### config.mk
export PLATFORM = sky130hd
export DESIGN_NAME = cpu_step_ctrl
export DESIGN_NICKNAME = d
export VERILOG_FILES = /design/src/rtl/cpu_step_ctrl_pkg.sv /design/src/rtl/cpu_step_ctrl_btn_debounce.sv /design/src/rtl/cpu_step_ctrl.sv
export SDC_FILE = /design/constraint.sdc
export NUM_CORES = 1
export LEC_CHECK = 0
export ABC_CLOCK_PERIOD_IN_PS = 2600
export BUFFER_PORTS_ARGS = -buffer_cell sky130_fd_sc_hd__buf_2
export CORE_MARGIN = 4
export CORE_UTILIZATION = 50
export DETAILED_ROUTE_END_ITERATION = 12
export PLACE_DENSITY = 0.79
export RECOVER_POWER = 100
export SLEW_MARGIN = 20
export SYNTH_ARGS = -nofsm -noshare
export SYNTH_HDL_FRONTEND = slang
export SYNTH_SLANG_ARGS = --single-unit
### constraint.sdc
create_clock -name iClk -period 2.6 [get_ports iClk]
set_input_delay 0.13 -clock iClk [delete_from_list [all_inputs] [get_ports iClk]]
set_output_delay 0.13 -clock iClk [all_outputs]
set_load 0.02 [all_outputs]
### src/rtl/cpu_step_ctrl_pkg.sv
// Shared definitions for the CPU run/step/breakpoint sequencer.
package cpu_step_ctrl_pkg;

   // Sequencer state; the encoding is visible on oState.
   typedef enum logic [1:0] {
      ST_HALT = 2'd0,
      ST_RUN  = 2'd1,
      ST_STEP = 2'd2,
      ST_BRK  = 2'd3
   } state_t;

   // Counter width able to hold 0..n-1, never narrower than one bit.
   function automatic int cntWidth(input int n);
      return (n > 1) ? $clog2(n) : 1;
   endfunction

   // HALT and BRK both present a stopped core to the board.
   function automatic logic isHaltState(input state_t s);
      return (s == ST_HALT) || (s == ST_BRK);
   endfunction

endpackage

### src/rtl/cpu_step_ctrl_btn_debounce.sv
// Push-button conditioner: 2-FF synchronizer, stability counter, and a
// registered one-cycle pulse on each debounced rising edge.
module btn_debounce
   import cpu_step_ctrl_pkg::*;
#(
   parameter int DEB = 1_000_000
) (
   input  logic iClk,
   input  logic iRst_n,
   input  logic iBtn,
   output logic oRise
);

   localparam int CW = cntWidth(DEB);

   logic          btnMeta_p0;
   logic          btnSync_p1;
   logic [CW-1:0] stableCnt;
   logic          level;
   logic          levelDly;

   // Bring the raw button into the iClk domain.
   always_ff @(posedge iClk or negedge iRst_n) begin
      if (!iRst_n) begin
         btnMeta_p0 <= 1'b0;
         btnSync_p1 <= 1'b0;
      end else begin
         btnMeta_p0 <= iBtn;
         btnSync_p1 <= btnMeta_p0;
      end
   end

   // Adopt the synchronized value only after DEB consecutive differing samples.
   always_ff @(posedge iClk or negedge iRst_n) begin
      if (!iRst_n) begin
         stableCnt <= '0;
         level     <= 1'b0;
      end else if (btnSync_p1 == level) begin
         stableCnt <= '0;
      end else if (stableCnt == CW'(DEB - 1)) begin
         stableCnt <= '0;
         level     <= btnSync_p1;
      end else begin
         stableCnt <= stableCnt + CW'(1);
      end
   end

   // One-cycle pulse when the debounced level goes high.
   always_ff @(posedge iClk or negedge iRst_n) begin
      if (!iRst_n) begin
         levelDly <= 1'b0;
         oRise    <= 1'b0;
      end else begin
         levelDly <= level;
         oRise    <= level & ~levelDly;
      end
   end

endmodule

### src/rtl/cpu_step_ctrl.sv
// Run/step/breakpoint sequencer producing a one-cycle clock enable per
// instruction for the single-cycle MIPS core.
module cpu_step_ctrl
   import cpu_step_ctrl_pkg::*;
#(
   parameter int DIV   = 20,
   parameter int DEB   = 1_000_000,
   parameter int CNT_W = 16
) (
   input  logic             iClk,
   input  logic             iRst_n,
   input  logic             iRun,
   input  logic             iStepBtn,
   input  logic             iBrkEn,
   input  logic [31:0]      iBrkAddr,
   input  logic [31:0]      iPC,
   output logic             oCpuEn,
   output logic [1:0]       oState,
   output logic             oHalted,
   output logic [CNT_W-1:0] oInstCnt
);

   localparam int DW = cntWidth(DIV);

   logic             runMeta_p0;
   logic             runSync_p1;
   logic             runDly_p2;
   logic             runRise;
   logic             stepReq;
   state_t           state;
   state_t           stateNxt;
   logic [DW-1:0]    divCnt;
   logic [DW-1:0]    divNxt;
   logic             enNxt;
   logic             cpuEn;
   logic             halted;
   logic [CNT_W-1:0] instCnt;
   logic             tick;
   logic             brkHit;

   btn_debounce #(.DEB(DEB)) uStepBtn (
      .iClk   (iClk),
      .iRst_n (iRst_n),
      .iBtn   (iStepBtn),
      .oRise  (stepReq)
   );

   // Synchronize the run switch and keep one delayed copy for edge detection.
   always_ff @(posedge iClk or negedge iRst_n) begin
      if (!iRst_n) begin
         runMeta_p0 <= 1'b0;
         runSync_p1 <= 1'b0;
         runDly_p2  <= 1'b0;
      end else begin
         runMeta_p0 <= iRun;
         runSync_p1 <= runMeta_p0;
         runDly_p2  <= runSync_p1;
      end
   end

   assign runRise = runSync_p1 & ~runDly_p2;
   assign tick    = (divCnt == DW'(DIV - 1));
   assign brkHit  = iBrkEn && (iPC == iBrkAddr);

   // Next state, divider and enable; the enable is registered so it lines up with the state.
   always_comb begin
      stateNxt = state;
      divNxt   = divCnt;
      enNxt    = 1'b0;
      case (state)
         ST_HALT: begin
            if (runRise) begin
               stateNxt = ST_RUN;
               divNxt   = '0;
            end else if (stepReq) begin
               stateNxt = ST_STEP;
               enNxt    = 1'b1;
            end
         end
         ST_RUN: begin
            if (!runSync_p1) begin
               stateNxt = ST_HALT;
               divNxt   = '0;
            end else if (tick) begin
               divNxt = '0;
               if (brkHit) stateNxt = ST_BRK;
               else        enNxt    = 1'b1;
            end else begin
               divNxt = divCnt + DW'(1);
            end
         end
         ST_BRK: begin
            if (!runSync_p1) begin
               stateNxt = ST_HALT;
            end else if (stepReq) begin
               stateNxt = ST_STEP;
               enNxt    = 1'b1;
            end
         end
         ST_STEP: stateNxt = ST_HALT;
         default: stateNxt = ST_HALT;
      endcase
   end

   // State, divider, registered outputs and the committed-instruction count.
   always_ff @(posedge iClk or negedge iRst_n) begin
      if (!iRst_n) begin
         state   <= ST_HALT;
         divCnt  <= '0;
         cpuEn   <= 1'b0;
         halted  <= 1'b1;
         instCnt <= '0;
      end else begin
         state   <= stateNxt;
         divCnt  <= divNxt;
         cpuEn   <= enNxt;
         halted  <= isHaltState(stateNxt);
         instCnt <= instCnt + CNT_W'(cpuEn);
      end
   end

   assign oCpuEn   = cpuEn;
   assign oState   = state;
   assign oHalted  = halted;
   assign oInstCnt = instCnt;

endmodule

==> results of run 1 <==
## kinds of logic after synthesis
family	Yosys count	synth area share [%]
buffers and inverters	12	1.72
muxes	2	0.767
and+or+nand+nor	116	22.2
AOI/OAI and AO/OA	21	4.74
xor gates and xnor gates	66	20.9
adders and majority gates	4	1.81
DFF	53	47.9
## critical path, stage by stage, from the launching register on
cell and delay [ns]:
dfrtp_1 0.40, ha_1 0.22, and4_1 0.22, and2_0 0.20, and4_1 0.23, or2_1 0.52
nor2_1 0.13
## through the flow
stage	utilization [%]	total power, mW	instances	worst slack (ns)	hold slack, ns
2_1_floorplan	-	0.959	274	0.756	-0.166
3_3_place_gp	62.9	1.05	430	0.678	0.0646
3_5_place_dp	62.9	1.06	430	0.537	0.0639
4_1_cts	65.6	1.61	441	0.557	0.182
5_1_grt	65.1	1.67	441	0.372	0.218
6_report	65.1	1.59	441	0.545	0.199
## path summary, 6_finish.rpt
kind | cells past startpoint | slack (ns) | to
hold / removal | 5 | 0.20 | oHalted
setup / recovery | 6 | 0.55 | uStepBtn.stableCnt[10]
max in group asynchronous | 3 | 0.97 | runSync_p1
hold reg to reg | 0 | 0.36 | runSync_p1
min in group asynchronous | 2 | 0.43 | uStepBtn.stableCnt[6]
setup reg to reg | 6 | 0.55 | uStepBtn.stableCnt[10]
## cell usage after synthesis (all sizes together), types with 2 or more instances
cell type	count	area share [%]
nand2b	2	0.45
nor4	10	2.3
nor4bb	3	1.1
nor2b	2	0.45
and2	2	0.45
and4	4	1.3
or4	2	0.54
a21oi	2	0.36
xnor2	47	15
inv	8	1.1
nor3	4	0.72
nor2	31	4.2
o21a	2	0.54
nand2	17	2.3
o31ai	2	0.54
nand4	15	3.4
buf	2	0.36
xor2	19	6.0
and3	2	0.45
o21ai	9	1.6
clkbuf	2	0.27
or2	2	0.45
nand3	15	2.7
ha	4	1.8
dfrtp	52	47
## layout make-up
cell class | instances | area (um2)
inverters | 8 | 30.0
repair buffers | 93 | 455
flip-flops and latches | 53 | 1330
fillers | 442 | 1830
clock buffers | 6 | 72.6
clock inverters | 2 | 38.8
multi-input cells | 209 | 1400
well taps | 70 | 87.6
## placed cells by master, fill, tap and decap left out, types with 10 or more instances in the layout
cell / count
nor4_1: 10
nand4_1: 15
nand3_1: 15
nand2_1: 17
xor2_1: 19
xnor2_1: 47
clkbuf_1: 23
nor2_1: 31
dfrtp_1: 52
buf_2: 67
## where the power goes
group / internal (mW) / leakage, nW / total [mW] / switching (mW)
registers: 0.838 / 0.720 / 0.853 / 0.0147
clock network: 0.289 / 0.0554 / 0.547 / 0.258
logic: 0.0930 / 0.717 / 0.190 / 0.0966
## per-layer routing
| layer | wire (um) | part of all wire (%) | up-vias |
|---|---|---|---|
| li1 | - | - | 1140 |
| met1 | 2560 | 44 | 1035 |
| met2 | 2890 | 50 | 51 |
| met3 | 293 | 5.1 | 6 |
| met4 | 46 | 0.80 | 0 |
| met5 | 0 | 0 | - |
## registers in the layout, indices dropped and copies added (netlist names), 2 cells and up
signal / count
uStepBtn.stableCnt: 20
oState: 2
divCnt: 5
oInstCnt: 16
## what timing repair did
| action | 4_1_cts | 5_1_grt |
|---|---|---|
| endpoints found under the hold margin | 16 | 0 |
| resized for setup | 0 | 0 |
| hold buffers | 3 | 0 |
==> results.json, run 1 <==
{
  "cp.arrival_ns": 2.22,
  "end_kind": "register",
  "max-cap-violations": 0,
  "fp.dieW_um": 82.5,
  "drt-wirelength-per-cell_um": 13.1,
  "syn_area_um2": 2770,
  "grt_max_degree": 24,
  "r2r_start": "uStepBtn.stableCnt[0]",
  "fin_skew_ns": 0.0141,
  "grt_pass1_vias": 2219,
  "io_pins": 89,
  "grt_setup_unrepaired": "false",
  "critical_path_class": "register to register",
  "hold_viol": 0,
  "htreeDepth": 2,
  "fin_crit_ns": 2.05,
  "cts_buffer_depth": 2,
  "clk_pin_slew_ns": 0.09,
  "required_ns": 2.77,
  "via_per_inst": 5.06,
  "antenna_left": 0,
  "final_layout_size_suffix_gt1_share_pct": 21.3,
  "dieArea_um2": 6800,
  "syn_inst": 274,
  "max-vdd-ir-drop_v": 0.000377,
  "hp-start": "iBrkEn",
  "use_met2_pct": 29.6,
  "gr-total-overflow": 0,
  "num_vias": 2232,
  "outcome": "finished, final reports clean",
  "use_met1_pct": 23.7,
  "place_congestion": 0.810,
  "tightest_slew_ns": 0.842,
  "top_usage_layer": "met2",
  "antenna_found_initial": 0,
  "cts_root_buf": "clkbuf_8",
  "fp-row-count": 26,
  "port_buffers": 88,
  "core-area_um2": 5240,
  "synth_ff_type": "dfrtp_1",
  "async_reset_ff_share_pct": 100,
  "drtIter0Drc": 90,
  "first_pass_iters": 4,
  "p_per_area_nw_per_um2": 466,
  "synth_edf_count": 0,
  "grt_util_met3_pct": 4.01,
  "cts_tree": "done",
  "crit_fanout": 19,
  "holdCritPathClass": "input port to register",
  "design_area_um2": 3410,
  "nNetsFinal": 443,
  "n_antenna_cell": 0,
  "leakagePower_nw": 1.49,
  "synth-seq-cells": 53,
  "clk_latency_ns": 0.31,
  "synth_fp_nets": 347,
  "hpwl_um": 4710,
  "chipHeight_um": 82.5,
  "slew_headroom_pct": 43.9,
  "drv_slew": 0,
  "drt-total-wl_um": 5780,
  "setup-violations-final": 0,
  "cts_buffers": 5,
  "post-route-period-util_pct": 79.0,
  "yosysSeqAreaShare_pct": 47.9,
  "fmax_ghz": 0.487,
  "dpl_cell_area_um2": 3300,
  "drc": 0,
  "yosysWarnings": 0,
  "startpoint": "uStepBtn.stableCnt[0]",
  "grtUsageTotal_pct": 17.9,
  "cts_setup_buffers": 0,
  "cts.sinks": 53,
  "grt_pass1_wl_um": 9560,
  "start_kind": "register",
  "synth_cell_types": 40,
  "start_util_pct": 52.9,
  "syn_avg_cell_area_um2": 10.1,
  "syn_to_final_growth_pct": 23.0,
  "setup_tns_ns": 0
}
No activity file was read; power rests on OpenSTA's default activity.
==> inputs of run 2 (changes only) <==
Settings changed: ABC_AREA set to 1, ABC_CLOCK_PERIOD_IN_PS 2600 to 1950, PLACE_DENSITY 0.79 to 0.78.
Clock period 2.6 ns to 1.95 ns, I/O delays scaled along.
==> run 2 against run 1 <==
Non-clock buffer count up 7. Synthesized area up 9.4%. Total power up 29%. Core utilization down 1.2 points. Clock power up 6.6%. Flip-flop and latch count unchanged. Die area up 8.5%. Global-route usage about the same. Fmax up 13%. Worst setup slack worse by 0.41 ns. Final cell count up 30%. Routed wire length up 9.3%.
==> results.json, run 2 <==
{
  "grt_pass1_wl_um": 10800,
  "slew_headroom_pct": 43.9,
  "cts_root_buf": "clkbuf_8",
  "yosysWarnings": 0,
  "yosys-top-cells-count": "nand2_1 (95), inv_1 (69), dfrtp_1 (52), nor2_1 (52), nand3_1 (17)",
  "first_pass_iters": 4,
  "antenna_found_initial": 0,
  "fin_crit_ns": 1.81,
  "async_reset_ff_share_pct": 100,
  "finalPower_mw": 2.05,
  "synth_area_leaders": "dfrtp_1 (43%), nand2_1 (12%), inv_1 (8.5%)",
  "cp.arrival_ns": 2.01,
  "drv_slew": 0,
  "r2r_setup_slack_ns": 0.14,
  "fp-row-count": 28,
  "io_pins": 89,
  "port_buffers": 88,
  "fmax_ghz": 0.552,
  "dpl_cell_area_um2": 3620,
  "max-vdd-ir-drop_v": 0.000366,
  "tightest_slew_ns": 0.841,
  "yosysSeqAreaShare_pct": 43.8,
  "post-route-period-util_pct": 92.9,
  "required_ns": 2.15,
  "start_kind": "register",
  "end_kind": "register",
  "p_per_area_nw_per_um2": 541,
  "n_antenna_cell": 0,
  "crit_fanout": 2,
  "fin_skew_ns": 0.00434,
  "top_register": "uStepBtn.stableCnt",
  "grt_max_degree": 23,
  "fp.dieW_um": 85.9,
  "grt_pass1_vias": 2634,
  "clk_pin_slew_ns": 0.09,
  "hpwl_um": 5090,
  "gr-total-overflow": 0,
  "cts_tree": "done",
  "dieArea_um2": 7380,
  "htreeDepth": 2,
  "leakagePower_nw": 2.09,
  "final_common_cell": "nand2_1",
  "syn_inst": 391,
  "grtUsageTotal_pct": 17.9,
  "syn_to_final_growth_pct": 24.6,
  "design_area_um2": 3780,
  "drt-wirelength-per-cell_um": 11.0,
  "drt-total-wl_um": 6320,
  "place_congestion": 0.875,
  "holdCritPathClass": "input port to register",
  "via_per_inst": 4.72,
  "syn_area_um2": 3030,
  "start_util_pct": 51.2,
  "cts_buffers": 5,
  "final_layout_size_suffix_gt1_share_pct": 26.3,
  "setup-violations-final": 0,
  "max-cap-violations": 0,
  "chipHeight_um": 85.9,
  "final_cell_mix": "nand2_1 (95), buf_2 (87), inv_1 (69)",
  "syn_avg_cell_area_um2": 7.76,
  "cts_buffer_depth": 2,
  "synth_edf_count": 0,
  "drc": 0,
  "cts.sinks": 53,
  "core-area_um2": 5920,
  "nNetsFinal": 570,
  "synth-seq-cells": 53,
  "outcome": "finished, final reports clean",
  "synth_most_common_cell": "nand2_1",
  "antenna_left": 0,
  "hold_viol": 0,
  "synth_cell_types": 33,
  "largest_reg_flops": 20,
  "synth_top_area_share_pct": 42.9,
  "clk_latency_ns": 0.30,
  "synth_fp_nets": 464,
  "synth_ff_type": "dfrtp_1",
  "num_vias": 2705,
  "drtIter0Drc": 99,
  "critical_path_class": "register to register",
  "yosysTopAreaCell": "dfrtp_1"
}
==> run 2: cell types whose count changed in the layout (fill, tap and decap cells not counted), sizes merged, moves of 7 or more <==
cell    before  now
nor4        10    2
nand2       17   98
buf         68   96
nand4       15    7
nor3         4   11
inv          8   72
nor2        31   59
xnor2       47   15
a21oi        2   11
clkbuf      28    7
==> run 2: power by group <==
group	switching, mW	total (mW)	leakage (nW)	internal, mW
Combinational	0.159	0.299	1.33	0.141
Sequential	0.0293	1.16	0.714	1.13
Clock	0.334	0.583	0.0450	0.249
==> run 2: path summary, 6_finish.rpt <==
| check | from | endpoint | depth (start not counted) |
|---|---|---|---|
| max | oCpuEn | oInstCnt[14] | 10 |
| min | iPC[14] | oState[1] | 8 |
| max reg2reg | oCpuEn | oInstCnt[14] | 10 |
| min reg2reg | uStepBtn.btnMeta_p0 | uStepBtn.btnSync_p1 | 0 |
| max in group asynchronous | iRst_n | runMeta_p0 | 3 |
| min in group asynchronous | iRst_n | oInstCnt[15] | 2 |
==> run 2: layer usage <==
| layer | vias up | track usage, % | wire length [um] |
|---|---|---|---|
| met5 | - | 0 | 0 |
| li1 | 1421 | - | - |
| met4 | 0 | 4.89 | 24 |
| met2 | 39 | 31.4 | 3350 |
| met3 | 4 | 3.55 | 242 |
| met1 | 1241 | 22.5 | 2700 |
==> run 2: layout make-up <==
| type | instances | area (um2) |
|---|---|---|
| well taps | 75 | 93.8 |
| inverters | 72 | 270 |
| clock buffers | 6 | 72.6 |
| repair buffers | 100 | 537 |
| clock inverters | 2 | 10.0 |
| flip-flops and latches | 53 | 1330 |
| multi-input cells | 265 | 1470 |
| fillers | 500 | 2140 |
==> run 2: stage by stage <==
step	utilization, %	setup TNS [ns]	hold WS [ns]	std cells	setup slack [ns]
detailed placement	61.1	0	0.0298	561	0.0788
floorplan	-	0	-0.198	391	0.0891
global placement	61.1	0	0.0218	561	0.186
global route	63.8	-0.0221	0.363	573	-0.0221
CTS	63.0	0	0.230	572	0.0713
finish	63.8	0	0.350	573	0.139
==> run 2: timing repair <==
item | in CTS | in global routing
endpoints found under the setup margin | 0 | 1
hold buffers | 3 | 0
resized for setup | 0 | 7
buffers inserted | 0 | 1
endpoints found under the hold margin | 17 | 0
==> run 2: cell families (layout without fill, tap and decap cells) <==
group / Yosys count / after routing / synth area share (%)
xor gates and xnor gates: 30 / 30 / 8.66
and+or+nand+nor: 199 / 199 / 30.4
adders and majority gates: 4 / 4 / 1.65
AOI/OAI and AO/OA: 31 / 31 / 5.94
DFF: 53 / 53 / 43.8
buffers and inverters: 73 / 180 / 9.16
muxes: 1 / 1 / 0.371
==> run 2: critical path, cell delays in order (launching register included) <==
cell	delay (ns)
dfrtp_1	0.41
ha_4	0.17
ha_4	0.14
nand3_2	0.11
nor3_4	0.22
nand3_2	0.11
nor2_1	0.10
nand2_1	0.08
nor2_2	0.14
nand3_1	0.09
xnor2_1	0.13
==> inputs of run 3 (changes only) <==
Settings changed: ABC_AREA 1 to 0, PLACE_DENSITY 0.78 to 0.79.
==> run 3 against run 2 <==
Sequential power is essentially flat. Fmax shrank 1.2%. Register-to-register slack lost 0.02 ns. Clock power grew 25%. Routed wire length shrank 9.5%. Largest power group unchanged. Count of clock-buffer cells in the layout is the same. Highest routed layer unchanged. Sequential share of layout area grew 3.7 points. Total power grew 3.7%. Flip-flop and latch count is the same. Final cell count shrank 23%. Largest cell class unchanged.
==> results.json, run 3 (same netlist as run 1, synthesis figures left out) <==
{
  "outcome": "finished, final reports clean",
  "postLayoutSetupSlackWorst_ns": 0.116,
  "gr-total-overflow": 0,
  "cts_resized": 0,
  "critPathSlowestCell": "dfrtp_1",
  "drtIter0Drc": 135,
  "hold_viol": 0,
  "io_pins": 89,
  "grt_pass1_wl_um": 9030,
  "antenna_found_initial": 0,
  "drc": 0,
  "max_stage_delay_ns": 0.41,
  "fin_skew_ns": 0.0110,
  "cts_buffers": 5,
  "fp.dieW_um": 82.5,
  "cts.sinks": 53,
  "holdCritPathClass": "input port to register",
  "num_vias": 2238,
  "drv_slew": 0,
  "max-cap-violations": 0,
  "critical_path_class": "register to register",
  "required_ns": 2.18,
  "pre_cts_slack_ns": 0.138,
  "port_buffers": 88,
  "dpl_cell_area_um2": 3320,
  "setup_tns_ns": 0,
  "grt_pass1_vias": 2106,
  "drt-total-wl_um": 5720,
  "cpMostUsedCell": "and4_1",
  "design_area_um2": 3420,
  "cts_root_buf": "clkbuf_8",
  "first_pass_iters": 4,
  "hpwl_um": 4610,
  "cts_buffer_depth": 2,
  "n_antenna_cell": 0,
  "fin_crit_ns": 1.83,
  "dieArea_um2": 6800,
  "p_per_area_nw_per_um2": 620,
  "fp-row-count": 26,
  "grt_max_degree": 30,
  "tightest_slew_ns": 0.619,
  "via_per_inst": 5.06,
  "post-route-period-util_pct": 94.0,
  "end_kind": "register",
  "crit_chain": "ha_1 -> and4_1 -> and2_1 -> and4_1 -> or2_1 -> buf_4 -> nor2_1",
  "start_util_pct": 52.9,
  "crit_fanout": 8,
  "syn_to_final_growth_pct": 23.3,
  "holdBufCountCts": 3,
  "top_register": "uStepBtn.stableCnt",
  "finalPower_mw": 2.12,
  "leakagePower_nw": 1.50,
  "htreeDepth": 2,
  "fmax_ghz": 0.545,
  "grt_setup_unrepaired": "false",
  "clk_pin_slew_ns": 0.10,
  "nFillCells": 437,
  "place_congestion": 0.822,
  "final_layout_size_suffix_gt1_share_pct": 22.0,
  "setup-violations-final": 0,
  "clk_latency_ns": 0.31,
  "start_kind": "register",
  "cts_tree": "done",
  "final_common_cell": "buf_2",
  "final_cell_mix": "buf_2 (68), dfrtp_1 (52), xnor2_1 (47)",
  "cp.arrival_ns": 2.07,
  "core-area_um2": 5240,
  "grtUsageTotal_pct": 16.9,
  "nNetsFinal": 444,
  "largest_reg_flops": 20,
  "max-vdd-ir-drop_v": 0.000583,
  "drt-wirelength-per-cell_um": 12.9,
  "antenna_left": 0,
  "cts_setup_buffers": 0,
  "slew_headroom_pct": 58.7,
  "chipHeight_um": 82.5
}
run 3: critical path: cells and delay by family, from the launching register on:
family,cells,cell delay [ns]
AND/OR/NAND/NOR,5,0.94
flip-flops,1,0.41
adder cells (fa/ha/maj),1,0.24
buffers and inverters,1,0.17
run 3: where the power goes:
group | internal [mW] | total [mW] | leakage (nW) | switching, mW
registers | 1.12 | 1.14 | 0.720 | 0.0183
logic | 0.126 | 0.254 | 0.729 | 0.128
clock network | 0.385 | 0.731 | 0.0554 | 0.346
run 3: layer usage:
| layer | wire [um] | track usage [%] |
|---|---|---|
| met1 | 2460 | 21.9 |
| met2 | 2870 | 28.5 |
| met3 | 316 | 3.58 |
| met4 | 61 | 4.82 |
| met5 | 0 | 0 |
run 3: final timing paths:
kind / startpoint / to / slack [ns] / cells after the start
setup / recovery: uStepBtn.stableCnt[0] / uStepBtn.stableCnt[16] / 0.12 / 7
hold / removal: iBrkEn / oHalted / 0.16 / 5
setup reg to reg: uStepBtn.stableCnt[0] / uStepBtn.stableCnt[16] / 0.12 / 7
hold reg to reg: uStepBtn.btnMeta_p0 / uStepBtn.btnSync_p1 / 0.36 / 0
max in group asynchronous: iRst_n / oInstCnt[12] / 0.63 / 3
min in group asynchronous: iRst_n / uStepBtn.stableCnt[11] / 0.33 / 2
run 3: metrics by stage:
| step | hold WS, ns | utilization, % | cells |
|---|---|---|---|
| after CTS | 0.155 | 66.0 | 442 |
| after floorplan | -0.198 | - | 274 |
| after global placement | 0.165 | 63.3 | 431 |
| after detailed placement | 0.159 | 63.3 | 431 |
| after global routing | 0.198 | 65.3 | 442 |
| final | 0.165 | 65.3 | 442 |
run 3: final cells by class:
cell class	instances	area [um2]	area share (%)
flip-flops and latches	53	1330	38.8
clock buffers	6	72.6	2.12
multi-input cells	209	1400	40.8
well taps	70	87.6	2.56
clock inverters	2	38.8	1.13
inverters	8	30.0	0.878
repair buffers	94	465	13.6
